`src/rtl/sprite_line_sched_if.sv`:
```
// Scanner-facing and slot-buffer-facing signals of sprite_line_sched.
// master = scheduler side, slave = oam_scanner / slot buffer side.
interface sprite_line_sched_if #(
  parameter int MAX_LINE_SPRITES = 16
);
  localparam int SLOT_W = $clog2(MAX_LINE_SPRITES);

  logic [7:0]      scan_row;
  logic            scan_clear;
  logic            conf_req;
  logic            conf_ack;
  logic            conf_exists;
  logic            oam_avail;
  logic [6:0]      scan_oam_addr;
  logic            slot_we;
  logic [SLOT_W-1:0] slot_idx;
  logic [5:0]      slot_sprite_id;
  logic [SLOT_W:0] slot_count;

  modport master (
    output scan_row, scan_clear, conf_req,
    output slot_we, slot_idx, slot_sprite_id, slot_count,
    input  conf_ack, conf_exists, oam_avail, scan_oam_addr
  );

  modport slave (
    input  scan_row, scan_clear, conf_req,
    input  slot_we, slot_idx, slot_sprite_id, slot_count,
    output conf_ack, conf_exists, oam_avail, scan_oam_addr
  );
endinterface

```
`src/rtl/sprite_line_sched.sv`:
```
// Per-scanline scheduler: clears oam_scanner, streams conf_req and stores hits in line slots.
// Define SPRITE_OVF_DETECT_EN to keep scanning past a full line and flag overflow.
module sprite_line_sched #(
  parameter int MAX_LINE_SPRITES = 16
) (
  input  logic       clock,
  input  logic       reset_l,
  input  logic       line_start,
  input  logic [7:0] row_in,
  sprite_line_sched_if.master bus,
  output logic       line_done,
  output logic       busy
`ifdef SPRITE_OVF_DETECT_EN
  ,
  output logic       overflow
`endif
);
  localparam int SLOT_W = $clog2(MAX_LINE_SPRITES);
  localparam logic [SLOT_W:0] FULL_COUNT = (SLOT_W+1)'(MAX_LINE_SPRITES);

  typedef enum logic [1:0] {IDLE, CLEAR, SCAN, DONE} state_t;

  state_t          state;
  state_t          state_next;
  logic [7:0]      scan_row_q;
  logic [SLOT_W:0] count_q;
  logic            done_q;
  logic            full;
  logic            in_scan;
  logic            read_last;
  logic            store_hit;

  assign full      = (count_q == FULL_COUNT);
  assign in_scan   = (state == SCAN);
  assign read_last = !bus.conf_exists && bus.oam_avail;
  // A line_start in the same cycle as an ack aborts the line, so that ack is dropped.
  assign store_hit = in_scan && bus.conf_ack && !full && !line_start;

  always_ff @(posedge clock or negedge reset_l) begin
    if (!reset_l) state <= IDLE;
    else          state <= state_next;
  end

  always_comb begin
    state_next = state;
    case (state)
      IDLE:  state_next = IDLE;
      CLEAR: state_next = SCAN;
      SCAN: begin
`ifdef SPRITE_OVF_DETECT_EN
        if (read_last) state_next = DONE;
`else
        if (full || read_last) state_next = DONE;
`endif
      end
      DONE:    state_next = DONE;
      default: state_next = IDLE;
    endcase
    if (line_start) state_next = CLEAR;
  end

  always_ff @(posedge clock or negedge reset_l) begin
    if (!reset_l) begin
      scan_row_q <= 8'd0;
      count_q    <= '0;
      done_q     <= 1'b0;
    end else begin
      done_q <= (state_next == DONE);
      if (line_start) begin
        scan_row_q <= row_in;
        count_q    <= '0;
      end else if (store_hit) begin
        count_q <= count_q + 1'b1;
      end
    end
  end

`ifdef SPRITE_OVF_DETECT_EN
  // Sticky until the next line: an in-range sprite arrived with every slot taken.
  always_ff @(posedge clock or negedge reset_l) begin
    if (!reset_l)                               overflow <= 1'b0;
    else if (line_start)                        overflow <= 1'b0;
    else if (in_scan && bus.conf_ack && full)   overflow <= 1'b1;
  end

  assign bus.conf_req = in_scan && bus.conf_exists;
`else
  assign bus.conf_req = in_scan && bus.conf_exists && !full;
`endif

  assign bus.scan_row       = scan_row_q;
  assign bus.scan_clear     = (state == CLEAR);
  assign bus.slot_we        = store_hit;
  assign bus.slot_idx       = count_q[SLOT_W-1:0];
  // scan_oam_addr has already advanced past the hit, so step back one entry.
  assign bus.slot_sprite_id = 6'(bus.scan_oam_addr - 7'd1);
  assign bus.slot_count     = count_q;
  assign line_done          = done_q;
  assign busy               = (state == CLEAR) || (state == SCAN);
endmodule
```
`src/flat_wrapper.sv`:
```
// flat-port wrapper written by rule: the top's interface ports become plain ports
module sprite_line_sched_flat 
#(
  parameter int MAX_LINE_SPRITES = 16
)
  (clock, reset_l, line_start, row_in, line_done, busy, bus_scan_row, bus_scan_clear, bus_conf_req, bus_slot_we, bus_slot_idx, bus_slot_sprite_id, bus_slot_count, bus_conf_ack, bus_conf_exists, bus_oam_avail, bus_scan_oam_addr);
  sprite_line_sched_if #(.MAX_LINE_SPRITES(MAX_LINE_SPRITES)) bus_i ();
  input  logic clock;
  input  logic reset_l;
  input  logic line_start;
  input  logic [7:0] row_in;
  output logic line_done;
  output logic busy;
  output wire logic [$bits(bus_i.scan_row)-1:0] bus_scan_row;
  output wire logic [$bits(bus_i.scan_clear)-1:0] bus_scan_clear;
  output wire logic [$bits(bus_i.conf_req)-1:0] bus_conf_req;
  output wire logic [$bits(bus_i.slot_we)-1:0] bus_slot_we;
  output wire logic [$bits(bus_i.slot_idx)-1:0] bus_slot_idx;
  output wire logic [$bits(bus_i.slot_sprite_id)-1:0] bus_slot_sprite_id;
  output wire logic [$bits(bus_i.slot_count)-1:0] bus_slot_count;
  input wire logic [$bits(bus_i.conf_ack)-1:0] bus_conf_ack;
  input wire logic [$bits(bus_i.conf_exists)-1:0] bus_conf_exists;
  input wire logic [$bits(bus_i.oam_avail)-1:0] bus_oam_avail;
  input wire logic [$bits(bus_i.scan_oam_addr)-1:0] bus_scan_oam_addr;
  assign bus_scan_row = bus_i.scan_row;
  assign bus_scan_clear = bus_i.scan_clear;
  assign bus_conf_req = bus_i.conf_req;
  assign bus_slot_we = bus_i.slot_we;
  assign bus_slot_idx = bus_i.slot_idx;
  assign bus_slot_sprite_id = bus_i.slot_sprite_id;
  assign bus_slot_count = bus_i.slot_count;
  assign bus_i.conf_ack = bus_conf_ack;
  assign bus_i.conf_exists = bus_conf_exists;
  assign bus_i.oam_avail = bus_oam_avail;
  assign bus_i.scan_oam_addr = bus_scan_oam_addr;
  sprite_line_sched #(.MAX_LINE_SPRITES(MAX_LINE_SPRITES)) u_core (.clock(clock), .reset_l(reset_l), .line_start(line_start), .row_in(row_in), .bus(bus_i), .line_done(line_done), .busy(busy));
endmodule
```
`config.mk`:
```
export PLATFORM = sky130hd
export DESIGN_NAME = sprite_line_sched_flat
export DESIGN_NICKNAME = d
export VERILOG_FILES = /design/src/rtl/sprite_line_sched_if.sv /design/src/rtl/sprite_line_sched.sv /design/src/flat_wrapper.sv
export SDC_FILE = /design/constraint.sdc
export NUM_CORES = 1
export LEC_CHECK = 0
export CAP_MARGIN = 20
export CORE_MARGIN = 2
export CORE_UTILIZATION = 42
export CTS_BUF_LIST = sky130_fd_sc_hd__clkbuf_4 sky130_fd_sc_hd__clkbuf_8
export DETAILED_ROUTE_END_ITERATION = 10
export PLACE_DENSITY = 0.86
export SETUP_SLACK_MARGIN = 0.02
export SLEW_MARGIN = 20
export SYNTH_ARGS = -nofsm -noshare
export SYNTH_HDL_FRONTEND = slang
export SYNTH_SLANG_ARGS = --single-unit
```
`constraint.sdc`:
```
create_clock -name clock -period 4.3 [get_ports clock]
set_clock_uncertainty 0.2 [all_clocks]
set_input_delay 0.86 -clock clock [delete_from_list [all_inputs] [get_ports clock]]
set_output_delay 0.86 -clock clock [all_outputs]
set_load 0.05 [all_outputs]
```
==> results.md, run 1 <==
- Post-synth EDFFs: 0
- Complex-gate fraction of the synthesized area: 0.0738
- Vias in the first global route: 773
- Status: finished, final reports clean
- Total track usage: 0.180
- Diode count: 0
- Worst path bufs/invs: 2
- Slowest cell on the critical path: clkdlybuf4s50_1
- RSZ-0062 raised after global routing: no
- Total core area: 1960 µm²
- Final setup margin: 0.507 ns
- Worst Path Required: 3.24 ns
- Mean post-synth cell area: 10.5 µm²
- Synth area leader: dfrtp_1
- Main synth FF type: dfrtp_1
- Peak VDD IR: 0.225 mV
- Worst-path fanout max: 3
- FF+latch count, synth: 16
- Mux share of post-synthesis cell area: 0.113
- Crit path capture type: output pin
- Design area: 1370 µm²
- Global-route wire length before repair: 3370 µm
- Tmin final: 3.79 ns
- Clock slew at reported path FFs: 0.09 ns
- Worst path max stage delay: 0.79 ns
- Post-DR vias/cell: 5.13
- Most common cell on crit path: clkdlybuf4s50_1
- Mapped cell area: 882 µm²
- Max Fclk: 264 MHz
- Final ANT Viol Nets: 0
- Largest net degree at the start of global routing: 17
- Port buffer count: 47
- Full die area: 2480 µm²
- DRT Wirelength: 2150 µm
- Num ports: 49
- Largest family of logic cells by synthesized area: simple AND/OR/NAND/NOR gates
- DRC: 0
- Overall Power: 0.400 mW
- Initial Utilization: 0.450
- Simple-gate area share of the yosys netlist: 0.146
- Final #Nets: 159
- Final Max Tran Viols: 0
- HP Class: reg2reg
- Critical path class: in2out
- Commonest non-fill, non-tap cell in the layout: clkdlybuf4s50_1
- Largest delay share family, worst path: buffers and inverters
- Endpoints failing hold: 0
- P&R area growth vs syn: 55.7%
- Tightest Pin Transition: 0.755 ns
- Initial antenna violation count: 0
- Row cnt: 16
- Synth warn: 0
- Placed instance area: 1350 µm²
- Root buffer cell: clkbuf_4
- Clock buffer depth: 2
- Worst skew pair latency: 0.28 ns
- Final hold slack: 0.311 ns
- MaxCap Viol Count: 0
- Arrival @ worst endpoint: 2.73 ns
- Post-cts sizing count: 0
- Vias: 800
- Num CTS Buffers: 3
- Synthesized Nets: 112
- Final period util: 0.882
- Hold-fix buffers, CTS: 0
- CTS H-tree lvls: 1
- Share of synthesized flip-flops with an asynchronous set or reset: 1.00
- DR pass1 iterations: 4
- Clock Sinks: 16
- WL/cell: 13.8 µm
- Most frequent cells in the layout: clkdlybuf4s50_1 (46), dfrtp_1 (16), inv_1 (9)
- Xor/xnor share of the synthesized area: 0.0298
- Setup bufs post-CTS: 0
- Die Wd: 49.8 µm
- Slew headroom: 0.495
- Pwr per Cell Area: 291 nW/µm²
- Share of layout cells above drive strength 1: 0.132
- Sequential area share after synthesis: 0.454
- Worst slack at placement: 0.502 ns
- Height of the chip: 49.8 µm
- Crit start category: input pin
- GPL Wtd Cong: 0.714
- P_leak: 0.588 nW
- Final HPWL DP: 1660 µm
- Ranking of synthesized cells by area: dfrtp_1 (45%), mux2_2 (10%), ha_1 (9.9%)
- Starting DRC count in detailed routing: 7
- Post-synth top area share: 0.454
- Post-synth cell types: 22
- Final Setup Violations: 0
- CTS tree: yes
- Global route overflow: 0
- Critical-path cell list: clkdlybuf4s50_1 > or4_4 > nand2_1 > clkdlybuf4s50_1
- Post-Synth Adder-Cell Area: 0.0993
- Cells after Synth: 84
- Setup Total Neg Slack: 0 ns
worst paths after layout:
path	from	endpoint	slack [ns]	depth (start not counted)
max	bus_scan_oam_addr[1]	bus_slot_sprite_id[3]	0.51	4
min	u_core.bus.scan_row[4]	u_core.bus.scan_row[4]	0.31	1
max reg2reg	u_core.bus.slot_count[0]	u_core.state[0]	2.51	5
min reg2reg	u_core.bus.scan_row[4]	u_core.bus.scan_row[4]	0.31	1
max in group asynchronous	reset_l	u_core.bus.scan_row[5]	2.61	1
min in group asynchronous	reset_l	u_core.line_done	0.81	1
power breakdown:
part / total (mW) / switching, mW / internal (mW)
combinational: 0.153 / 0.0932 / 0.0595
sequential: 0.168 / 0.00730 / 0.161
clock: 0.0792 / 0.0467 / 0.0325
routing by layer:
layer,share of wire,global-route usage,vias up
met5,0,0,-
met4,0.020,0.0694,0
met3,0.073,0.0455,6
met2,0.54,0.347,37
met1,0.36,0.181,385
li1,-,-,372
layout make-up:
class | count | area, µm²
multi-input cells | 53 | 408
repair buffers | 48 | 475
flip-flops and latches | 16 | 400
inverters | 9 | 33.8
clock buffers | 3 | 22.5
well taps | 27 | 33.8
fillers | 160 | 588
state kept, by name (all words and copies together), names as in the netlist:
name,flops
u_core.bus.slot_count,5
u_core.state,2
u_core.bus.scan_row,8
u_core.line_done,1
kinds of logic after synthesis:
kind of cell	Yosys count
AOI/OAI and AO/OA	10
and+or+nand+nor	24
adders and majority gates	7
muxes	9
xor gates and xnor gates	3
buffers and inverters	15
DFF	16
metrics by stage:
step / util / cells
final: 0.700 / 156
after global routing: 0.700 / 156
after CTS: 0.700 / 156
after detailed placement: 0.689 / 153
after global placement: 0.689 / 153
after floorplan: - / 84
synth_stat cells (all sizes together) (2+ instances only):
| master | instances |
|---|---|
| nor2 | 6 |
| nand3 | 2 |
| dfrtp | 16 |
| mux2 | 8 |
| ha | 7 |
| nand2 | 8 |
| a21oi | 4 |
| o31ai | 2 |
| inv | 9 |
| buf | 6 |
| o21ai | 3 |
| or3 | 4 |
| xor2 | 2 |
No activity file was read; power rests on OpenSTA's default activity.
==> inputs of run 2 (changes only) <==
--- a/config.mk
+++ b/config.mk
@@ -12,6 +12,7 @@
 export DETAILED_ROUTE_END_ITERATION = 10
 export PLACE_DENSITY = 0.86
 export SETUP_SLACK_MARGIN = 0.02
+export SKIP_CTS_REPAIR_TIMING = 1
 export SLEW_MARGIN = 20
 export SYNTH_ARGS = -nofsm -noshare
 export SYNTH_HDL_FRONTEND = slang
==> results of run 2 <==
The final DEF is identical to that of run 1; final timing and power are the same.
==> inputs of run 3 (changes only) <==
--- a/config.mk
+++ b/config.mk
@@ -10,7 +10,7 @@
 export CORE_UTILIZATION = 42
 export CTS_BUF_LIST = sky130_fd_sc_hd__clkbuf_4 sky130_fd_sc_hd__clkbuf_8
 export DETAILED_ROUTE_END_ITERATION = 10
-export PLACE_DENSITY = 0.86
+export PLACE_DENSITY = 0.89
 export SETUP_SLACK_MARGIN = 0.02
 export SKIP_CTS_REPAIR_TIMING = 1
 export SLEW_MARGIN = 20
==> run 3 against run 2 <==
Compared with the run above: worst setup slack better by 0.0044 ns; flip-flop and latch count unchanged; maximum frequency rose by 0.12%; register-to-register slack better by 0.06 ns; cell count is 0.64% higher; via count fell by 1.5%; die area stayed put; count of clock-buffer cells in the layout grew 1; critical path depth is the same; largest power group unchanged; sequential power about the same; routed wire length fell by 5.4%.
==> results.md, run 3 (synthesized netlist as in run 1, its figures left out) <==
- Status: finished, final reports clean
- Endpoints failing hold: 0
- Logic pwr share: 0.362
- Clock buffer depth: 2
- DRT Wirelength: 2030 µm
- Root buffer cell: clkbuf_4
- Full die area: 2480 µm²
- Worst hold path startpoint: u_core.bus.scan_row[7]
- Total stage count of the critical path: 4
- CTS H-tree lvls: 1
- Tightest Pin Transition: 0.723 ns
- Most frequent cells in the layout: clkdlybuf4s50_1 (46), dfrtp_1 (16), inv_1 (9)
- Arrival @ worst endpoint: 2.73 ns
- Critical-path cell list: clkdlybuf4s50_1 > or4_4 > nand2_1 > clkdlybuf4s50_1
- Number of flip-flops under the largest register name: 8
- R2R cell count: 5
- Final period util: 0.881
- Commonest non-fill, non-tap cell in the layout: clkdlybuf4s50_1
- End of the critical path: bus_slot_sprite_id[3]
- Final ANT Viol Nets: 0
- Sw frac: 0.354
- Layout Cells excl Fill: 157
- Initial antenna violation count: 0
- Slew headroom: 0.517
- Worst skew pair latency: 0.29 ns
- R2R setup slack: 2.57 ns
- Vias in the first global route: 792
- Final #Nets: 159
- Diode count: 0
- Largest delay share family, worst path: buffers and inverters
- Critical path class: in2out
- Final Max Tran Viols: 0
- Global route overflow: 0
- Final HPWL DP: 1670 µm
- Worst Path Required: 3.24 ns
- Max Fclk: 264 MHz
- Worst Setup SP: bus_scan_oam_addr[1]
- Height of the chip: 49.8 µm
- Crit path capture type: output pin
- DR pass1 iterations: 3
- Peak VDD IR: 0.233 mV
- Clock network fraction of total power: 0.239
- DRC: 0
- Worst path bufs/invs: 2
- Total track usage: 0.173
- Num ports: 49
- Clock Sinks: 16
- Vias: 788
- Most common cell on crit path: clkdlybuf4s50_1
- Critical R2R Launch: u_core.bus.slot_count[0]
- P_sw: 0.149 mW
- Starting DRC count in detailed routing: 2
- Seq pwr share: 0.399
- Tmin final: 3.79 ns
- Row cnt: 16
- P_leak: 0.595 nW
- Worst path max stage delay: 0.79 ns
- HP Class: reg2reg
- Die Wd: 49.8 µm
- # fillers: 154
- MaxCap Viol Count: 0
- Final Setup Violations: 0
- Worst-path fanout max: 3
- Largest net degree at the start of global routing: 17
- WL/cell: 12.9 µm
- CTS tree: yes
- Initial Utilization: 0.450
- GPL Wtd Cong: 0.723
- Clock slew at reported path FFs: 0.09 ns
- Internal: 0.272 mW
- RR Endpoint: u_core.state[0]
- Pwr per Cell Area: 303 nW/µm²
- Crit start category: input pin
- Num CTS Buffers: 3
- Setup Total Neg Slack: 0 ns
- Placed cells: 153
- Global-route wire length before repair: 3270 µm
- Port buffer count: 47
- Post-DR vias/cell: 5.02
- P&R area growth vs syn: 57.3%
- Total core area: 1960 µm²
- RSZ-0062 raised after global routing: no
- Share of layout cells above drive strength 1: 0.138
- Slowest cell on the critical path: clkdlybuf4s50_1
[run 3: per-stage QoR]
step                instance area [µm²]   util  total power [mW]  hold slack [ns]  worst slack, ns
detailed placement                 1350  0.689             0.324            0.300            0.509
global route                       1390  0.707             0.439            0.335            0.447
global placement                   1350  0.689             0.320            0.290            0.522
floorplan                           882      -             0.264            0.364            0.918
CTS                                1390  0.707             0.425            0.322            0.504
finish                             1390  0.707             0.421            0.317            0.512
[run 3: power groups by stage]
stage	Clock [mW]	Sequential (mW)	Combinational [mW]
2_1_floorplan	0	0.202	0.0619
3_3_place_gp	0	0.170	0.150
3_5_place_dp	0	0.171	0.153
4_1_cts	0.104	0.168	0.154
5_1_grt	0.110	0.169	0.160
6_report	0.100	0.168	0.152
[run 3: worst register-to-register path, cell delays in order, from the launching register on]
cell,delay [ns]
dfrtp_1,0.44
inv_1,0.07
ha_1,0.19
and4bb_4,0.23
a2111oi_2,0.34
o31ai_1,0.13
[run 3: layout make-up]
type,instances,area [µm²],share of cell area
multi-input cells,53,408,0.294
inverters,9,33.8,0.0243
flip-flops and latches,16,400,0.289
well taps,27,33.8,0.0243
clock buffers,4,36.3,0.0261
repair buffers,48,475,0.343
[run 3: worst min-delay path by stage]
stage          slack, ns                      to  cells past startpoint
6_report            0.32  u_core.bus.scan_row[7]                      1
5_1_grt             0.34  u_core.bus.scan_row[5]                      1
4_1_cts             0.32  u_core.bus.scan_row[7]                      1
3_5_place_dp        0.30  u_core.bus.scan_row[7]                      1
3_3_place_gp        0.29  u_core.bus.scan_row[1]                      1
2_1_floorplan       0.36  u_core.bus.scan_row[0]                      0
[run 3: metal layers]
metal  vias to the layer above  global-route usage  wire length [µm]
met2                        40               0.329              1030
met3                         4              0.0636               203
met5                         -                   0                 0
li1                        373                   -                 -
met1                       371               0.166               769
met4                         0              0.0694                25
